File: config.mk
export PLATFORM = sky130hd
export DESIGN_NAME = if_fetch_queue
export DESIGN_NICKNAME = d
export VERILOG_FILES = /design/src/rtl/rv_pkg.sv /design/src/rtl/if_fetch_queue.sv
export SDC_FILE = /design/constraint.sdc
export NUM_CORES = 1
export LEC_CHECK = 0
export CORE_MARGIN = 2
export CORE_UTILIZATION = 55
export DETAILED_ROUTE_END_ITERATION = 6
export GPL_TIMING_DRIVEN = 0
export PLACE_DENSITY = 0.81
export SYNTH_ARGS = -nofsm -noshare
export SYNTH_HDL_FRONTEND = slang
export SYNTH_SLANG_ARGS = --single-unit
File: constraint.sdc
create_clock -name clk -period 4.2 [get_ports clk]
set_clock_uncertainty 0.1 [all_clocks]
set_input_delay 0.84 -clock clk [delete_from_list [all_inputs] [get_ports clk]]
set_output_delay 0.84 -clock clk [all_outputs]
set_load 0.005 [all_outputs]
File: src/rtl/rv_pkg.sv
// Shared RISC-V pipeline types: data width, default fetch-queue depth and the
// {pc, inst} record that travels from IF to ID.
package rv_pkg;

  localparam int XLEN     = 32;
  localparam int IQ_DEPTH = 4;

  typedef struct packed {
    logic [XLEN-1:0] pc;
    logic [XLEN-1:0] inst;
  } fetch_entry_t;

endpackage : rv_pkg

File: src/rtl/if_fetch_queue.sv
// IF->ID fetch queue: buffers up to DEPTH {pc, inst} words captured from IF,
// presents the oldest to decode with valid/ready, stalls IF when full and
// empties itself on a branch redirect.
module if_fetch_queue
  import rv_pkg::*;
#(
  parameter int DEPTH = IQ_DEPTH,
  parameter int PTR_W = $clog2(DEPTH)
) (
  input  logic             clk,
  input  logic             rst,
  input  logic [XLEN-1:0]  if_pc,
  input  logic [XLEN-1:0]  if_inst,
  input  logic             br_ctrl,
  output logic             pc_stall,
  input  logic             id_ready,
  output logic             id_valid,
  output logic [XLEN-1:0]  id_pc,
  output logic [XLEN-1:0]  id_inst,
  output logic [PTR_W:0]   count
);

  localparam logic [PTR_W:0]   CNT_FULL = (PTR_W + 1)'(DEPTH);
  localparam logic [PTR_W:0]   CNT_ONE  = (PTR_W + 1)'(1);
  localparam logic [PTR_W-1:0] PTR_ONE  = PTR_W'(1);

  fetch_entry_t           mem [DEPTH];
  logic [PTR_W-1:0]       wr_ptr;
  logic [PTR_W-1:0]       rd_ptr;
  logic                   full;
  logic                   empty;
  logic                   enq;
  logic                   deq;
  fetch_entry_t           head;

  assign full  = (count == CNT_FULL);
  assign empty = (count == '0);

  // Handshake decode: a redirect overrides both sides; the stall comes from the
  // registered count, so a full queue never bypasses a fetch into a freed slot.
  always_comb begin
    // NOTE: every combinational output gets a default first so no path leaves
    // it unassigned and no latch is inferred.
    pc_stall = 1'b0;
    enq      = 1'b0;
    deq      = 1'b0;
    id_valid = ~empty;
    head     = mem[rd_ptr];
    id_pc    = '0;
    id_inst  = '0;
    if (!br_ctrl) begin
      pc_stall = full;
      enq      = ~rst & ~full;
      deq      = id_valid & id_ready;
    end
    if (id_valid) begin
      id_pc   = head.pc;
      id_inst = head.inst;
    end
  end

  // Pointer and occupancy update: reset beats redirect, redirect beats enq/deq.
  always_ff @(posedge clk) begin
    // NOTE: sequential state uses non-blocking assignments so every register
    // samples the pre-edge values of the others.
    if (rst || br_ctrl) begin
      wr_ptr <= '0;
      rd_ptr <= '0;
      count  <= '0;
    end else begin
      if (enq) wr_ptr <= wr_ptr + PTR_ONE;
      if (deq) rd_ptr <= rd_ptr + PTR_ONE;
      if (enq && !deq)      count <= count + CNT_ONE;
      else if (deq && !enq) count <= count - CNT_ONE;
    end
  end

  // Entry storage: write the word IF is presenting at the tail slot.
  always_ff @(posedge clk) begin
    // NOTE: storage is deliberately left out of reset; the count and id_valid
    // gating keep stale entries from ever being observed.
    if (enq) mem[wr_ptr] <= '{pc: if_pc, inst: if_inst};
  end

  // Overflow and underflow can only happen if the gating above is broken.
  assert property (@(posedge clk) disable iff (rst) !(enq && full));
  assert property (@(posedge clk) disable iff (rst) !(deq && empty));
  assert property (@(posedge clk) disable iff (rst) count <= CNT_FULL);

endmodule : if_fetch_queue
# == Word-level counts from Yosys, hierarchy flattened ==
# Memories as Yosys holds them, arrays and structs flattened. A register that Yosys moved wholly into a read port is not among the register bits.
# Cells that the tools add are included.
# Widths: inputs -> output; s select.
# op_classes
n_eq_ne,1
muxes,11
bitwise,5
reduce_logical,7
addsub,4
# op_table
op,n
$mux 32,2
$mux 3,2
$mux 1,5
$add 2x1->2 const B,2
$mux 2,2
$add 3x1->3 const B,1
$eq 3x3->1 const B,1
$logic_not 3->1,1
$not 1->1,3
$sub 3x1->3 const B,1
$and 1x1->1,2
$logic_and 1x1->1,2
$logic_not 1->1,2
$reduce_bool 2->1,1
$logic_or 1x1->1,1
# totals
ff_bits,7
wordCells,32
mem_count,1
ramBits,256
inputBits,68
# memory_table
name,depth,word_bits,read_ports,rd_clocked_by_memory_dff,write_ports,line_no,text
mem,4,64,1,1,1,if_fetch_queue.sv:27,fetch_entry_t mem [DEPTH];

# == Depth between registers and ports, before layout ==
# Gate-level depths: netlist of the first run.
# depth
word_depth,8
ltp_mapped,9

# == Worst setup path after synthesis of the first run ==
# No wires, ideal clock.
# synth_timing
kind,input port to flip-flop
startpoint,input port br_ctrl
endpoint,"memory mem[0][0] (netlist name), enable pin"
cell_stages,4
path_buffers,1
path_slack_ps,621
required_time_ps,3671
setup_time_ps,429
arrival_ps,3050
path_cell_list,or2_2 -> clkbuf_1 -> nor2_1 -> and2_1
# synth_via
elab_chain_cells,3
# synth_lines
item,line_no,text
"start, declared",if_fetch_queue.sv:14,"input logic br_ctrl,"
$mux 1,if_fetch_queue.sv:51,if (!br_ctrl) begin
named net enq,if_fetch_queue.sv:32,logic enq;
$mux 1,if_fetch_queue.sv:82,"if (enq) mem[wr_ptr] <= '{pc: if_pc, inst: if_inst};"
$mux 1 (not written as such),if_fetch_queue.sv:82,
"end, declared",if_fetch_queue.sv:27,
# The timed path passes the listed nets, and every way through them passes these cells.

# == Worst setup path in the final report of the first run ==
# layout_timing
startpoint,register count[0]
endpoint,output port id_pc[18]
# layout_via
elab_chain_cells,2
# layout_lines
item,line_no,text
"start, declared",if_fetch_queue.sv:20,output logic [PTR_W:0] count
"start signal, assigned",if_fetch_queue.sv:73,if (enq && !deq) count <= count + CNT_ONE;
"start signal, assigned",if_fetch_queue.sv:74,else if (deq && !enq) count <= count - CNT_ONE;
$logic_not 3->1,if_fetch_queue.sv:37,assign empty = (count == '0);
$mux 32,if_fetch_queue.sv:56,if (id_valid) begin
"end, declared",if_fetch_queue.sv:18,"output logic [XLEN-1:0] id_pc,"
# Every way passes these cells.

==> results of run 1 <==
-- worst min-delay path: stages (launching register included) --
cell	delay (ns)
dfxtp_1	0.32
xor2_1	0.06
nor2_1	0.12
-- layout make-up --
class | instances | area share
buffer | 22 | 0.0154
clock buffer | 40 | 0.0577
clock inverter | 8 | 0.00491
inverter | 3 | 0.000884
multi-input combinational | 163 | 0.168
sequential | 265 | 0.618
tap | 229 | 0.0225
timing repair buffer | 140 | 0.113
-- power by group --
group | switching (mW) | leakage [nW] | internal, mW
combinational | 0.166 | 1.29 | 0.233
clock | 0.899 | 0.382 | 1.26
sequential | 0.0150 | 2.40 | 2.96
total | 1.08 | 4.07 | 4.45
-- synthesized netlist by cell type (all sizes together), types with 3 or more instances --
cell type | count | area, µm²
and2 | 68 | 425
buf | 13 | 161
clkbuf | 9 | 35.0
dfxtp | 9 | 180
edfxtp | 256 | 7690
ha | 5 | 62.6
inv | 3 | 11.3
mux4 | 64 | 1460
nor2 | 8 | 30.0
xor2 | 4 | 35.0
-- state kept, by name (all words and copies together) (netlist names), named ones only --
| name | cells |
|---|---|
| count | 3 |
| wr_ptr | 2 |
| mem | 256 |
| rd_ptr | 2 |
-- worst paths after layout --
check                                               to  cells after the start
worst max-delay path                         id_pc[18]                      5
worst max register to register   count[2]$_SDFFE_PP0P_                      8
worst min register to register  rd_ptr[1]$_SDFFE_PP0P_                      2
worst min-delay path            rd_ptr[1]$_SDFFE_PP0P_                      2
-- through the flow --
stage	hold WS (ns)	setup slack, ns	setup TNS, ns	cells	power, mW
global placement	0.405	-1.09	-274.39	818	3.42
CTS	0.448	0.394	0	870	5.59
global route	0.479	0.247	0	870	5.71
detailed placement	0.432	0.460	0	822	3.43
finish	0.445	0.504	0	870	5.53
floorplan	0.385	0.621	0	453	3.19
-- cell families after synthesis --
logic type | Yosys count | synth area share
AND/OR/NAND/NOR | 82 | 0.0485
multiplexers | 66 | 0.145
AO/OA/AOI/OAI | 4 | 0.00258
flip-flops | 265 | 0.771
XOR/XNOR | 5 | 0.00429
buffers and inverters | 25 | 0.0204
adder cells (fa/ha/maj) | 6 | 0.00810
-- metal layers --
| layer | share of wire | routed length (µm) | track usage |
|---|---|---|---|
| met1 | 0.41 | 7570 | 0.254 |
| met2 | 0.52 | 9670 | 0.333 |
| met3 | 0.054 | 992 | 0.0366 |
| met4 | 0.015 | 286 | 0.0489 |
| met5 | 0 | 0 | 0 |
==> metrics.md, run 1 <==
| Metric | Value |
|---|---|
| Status | finished with violations |
| Failing checks | design-rule violations |
| Req. time, crit path | 3.26 ns |
| Worst setup EP type | output port |
| Root Driver | clkbuf_16 |
| Filler Cell Count | roughly 1100 |
| Post-DP HPWL | 11500 µm |
| Die Width | 140 µm |
| Via density | roughly 5.6 |
| Pleak | 4.07 nW |
| Relative slew slack | 0.546 |
| Post-cts repair resize count | 0 |
| Final Util | 0.704 |
| Power Density | 434 nW/µm² |
| H-tree depth | 1 |
| Critical-path cell list | or3_1 -> clkbuf_1 -> clkbuf_1 -> and2_1 -> clkdlybuf4s50_1 |
| Seq/Total Area, Yosys | 0.771 |
| Antenna violations before repair | 0 |
| Fmax achieved | ~270 MHz |
| Slowest-stage cell, CP | clkdlybuf4s50_1 |
| Final WL | between 15000 and 20000 µm |
| Maximum VDD drop | 401 µV |
| Commonest non-fill, non-tap cell in the layout | edfxtp_1 |
| Mapped Cells | around 450 |
| WL/cell | 21.3 µm |
| Area post-placement | 11900 µm² |
| Synth Flop Type | edfxtp_1 |
| Worst setup path start | count[0]$_SDFFE_PP0P_ |
| Yosys cell types | 25 |
| Synth Warn # | 0 |
| CTS buffer count | 26 |
| Worst Path Arrival | ~2.8 ns |
| GRT Total Usage | 0.192 |
| NumNets Final | 695 |
| Drt first-iter violations | 366 |
| Least-Margin Pin Slew | slightly below 0.7 ns |
| Crit path max fanout | 10 |
| Vias in the first global route | 5254 |
| Initial DRT Pass Iterations | 7 |
| Most frequent cells in the layout | edfxtp_1, clkdlybuf4s50_1, and2_1, mux4_2, clkbuf_16 |
| Hold_buf cts | 0 |
| Net Count, Synth | 527 |
| Cell mode on critical path | clkbuf_1 |
| Num rows | 49 |
| # IOs | 137 |
| GP Congestion | 0.715 |
| Worst Hold Class | reg2reg |
| Syn Std Cell Area | about 10000 µm² |
| Seq cells post-synth | between 200 and 300 |
| First-pass GRT wire length | 29000 µm |
| Asr flop ratio synth | 0 |
| Period Utilization, post-route | 0.880 |
| Reg-to-Reg Start | count[2]$_SDFFE_PP0P_ |
| N_diodes | 0 |
| # DRC | 8 |
| Die footprint | approximately 20000 µm² |
| CTS tree | built |
| Worst-path clk slew | ~0.06 ns |
| Critical path type | reg2out |
| Clock sink total | 265 |
| Delay-heaviest family, CP | buffers and inverters |
| Syn avg cell area | 22.5 µm² |
| Max-slew violations | 0 |
| Hold path startpoint | rd_ptr[1]$_SDFFE_PP0P_ |
| Vias | roughly 5000 |
| Area of the multi-input gates | 2130 µm² |
| RSZ-0062 raised after global routing | false |
| P&R area growth vs syn | 24.9% |
| Endpoints failing setup | 0 |
| Die span in y | 140 µm |
| Final ANT Viol Nets | 0 |
| Clock Latency Late Sink | 0.52 ns |
| Grt ovf | 0 |
| Clock tree buffer depth | 3 |
| Initial Util | 0.564 |
| Area of the core | 18100 µm² |
| Post-synth EDFFs | 256 |
| Design area | 12700 µm² |
| Critical path's largest stage delay | 0.51 ns |
| Tmin final | 3.70 ns |
| Fraction of layout cells with a size suffix above 1 | 0.181 |
| Max Cap Viol | 0 |
| Bufs and invs on worst path | 3 |
| Hold Vio Cnt, Final | 0 |
| Largest net degree at the start of global routing | 34 |
| Register area | 7870 µm² |
| # port buffers | between 100 and 150 |
| Setup Buffers After CTS | 0 |
| Critical path launch point type | flip-flop |
| Reg2Reg Setup Slack | 1.67 ns |
Note: power is estimated with default switching activity, not from simulation.
==> run 2, diff against run 1 <==
Clock period 4.2 ns to 4.5 ns, I/O delays scaled along.
==> results of run 2 <==
Same layout as run 1 (identical final DEF). Status: finished with violations: design-rule violations.
Among the figures that moved: setup slack after placement 0.460 ns -> 0.700 ns; setup slack after layout 0.504 ns -> 0.744 ns; register-to-register setup slack 1.67 ns -> 1.97 ns; total power 5.53 mW -> 5.16 mW; worst IR drop on VDD 401 µV -> 375 µV
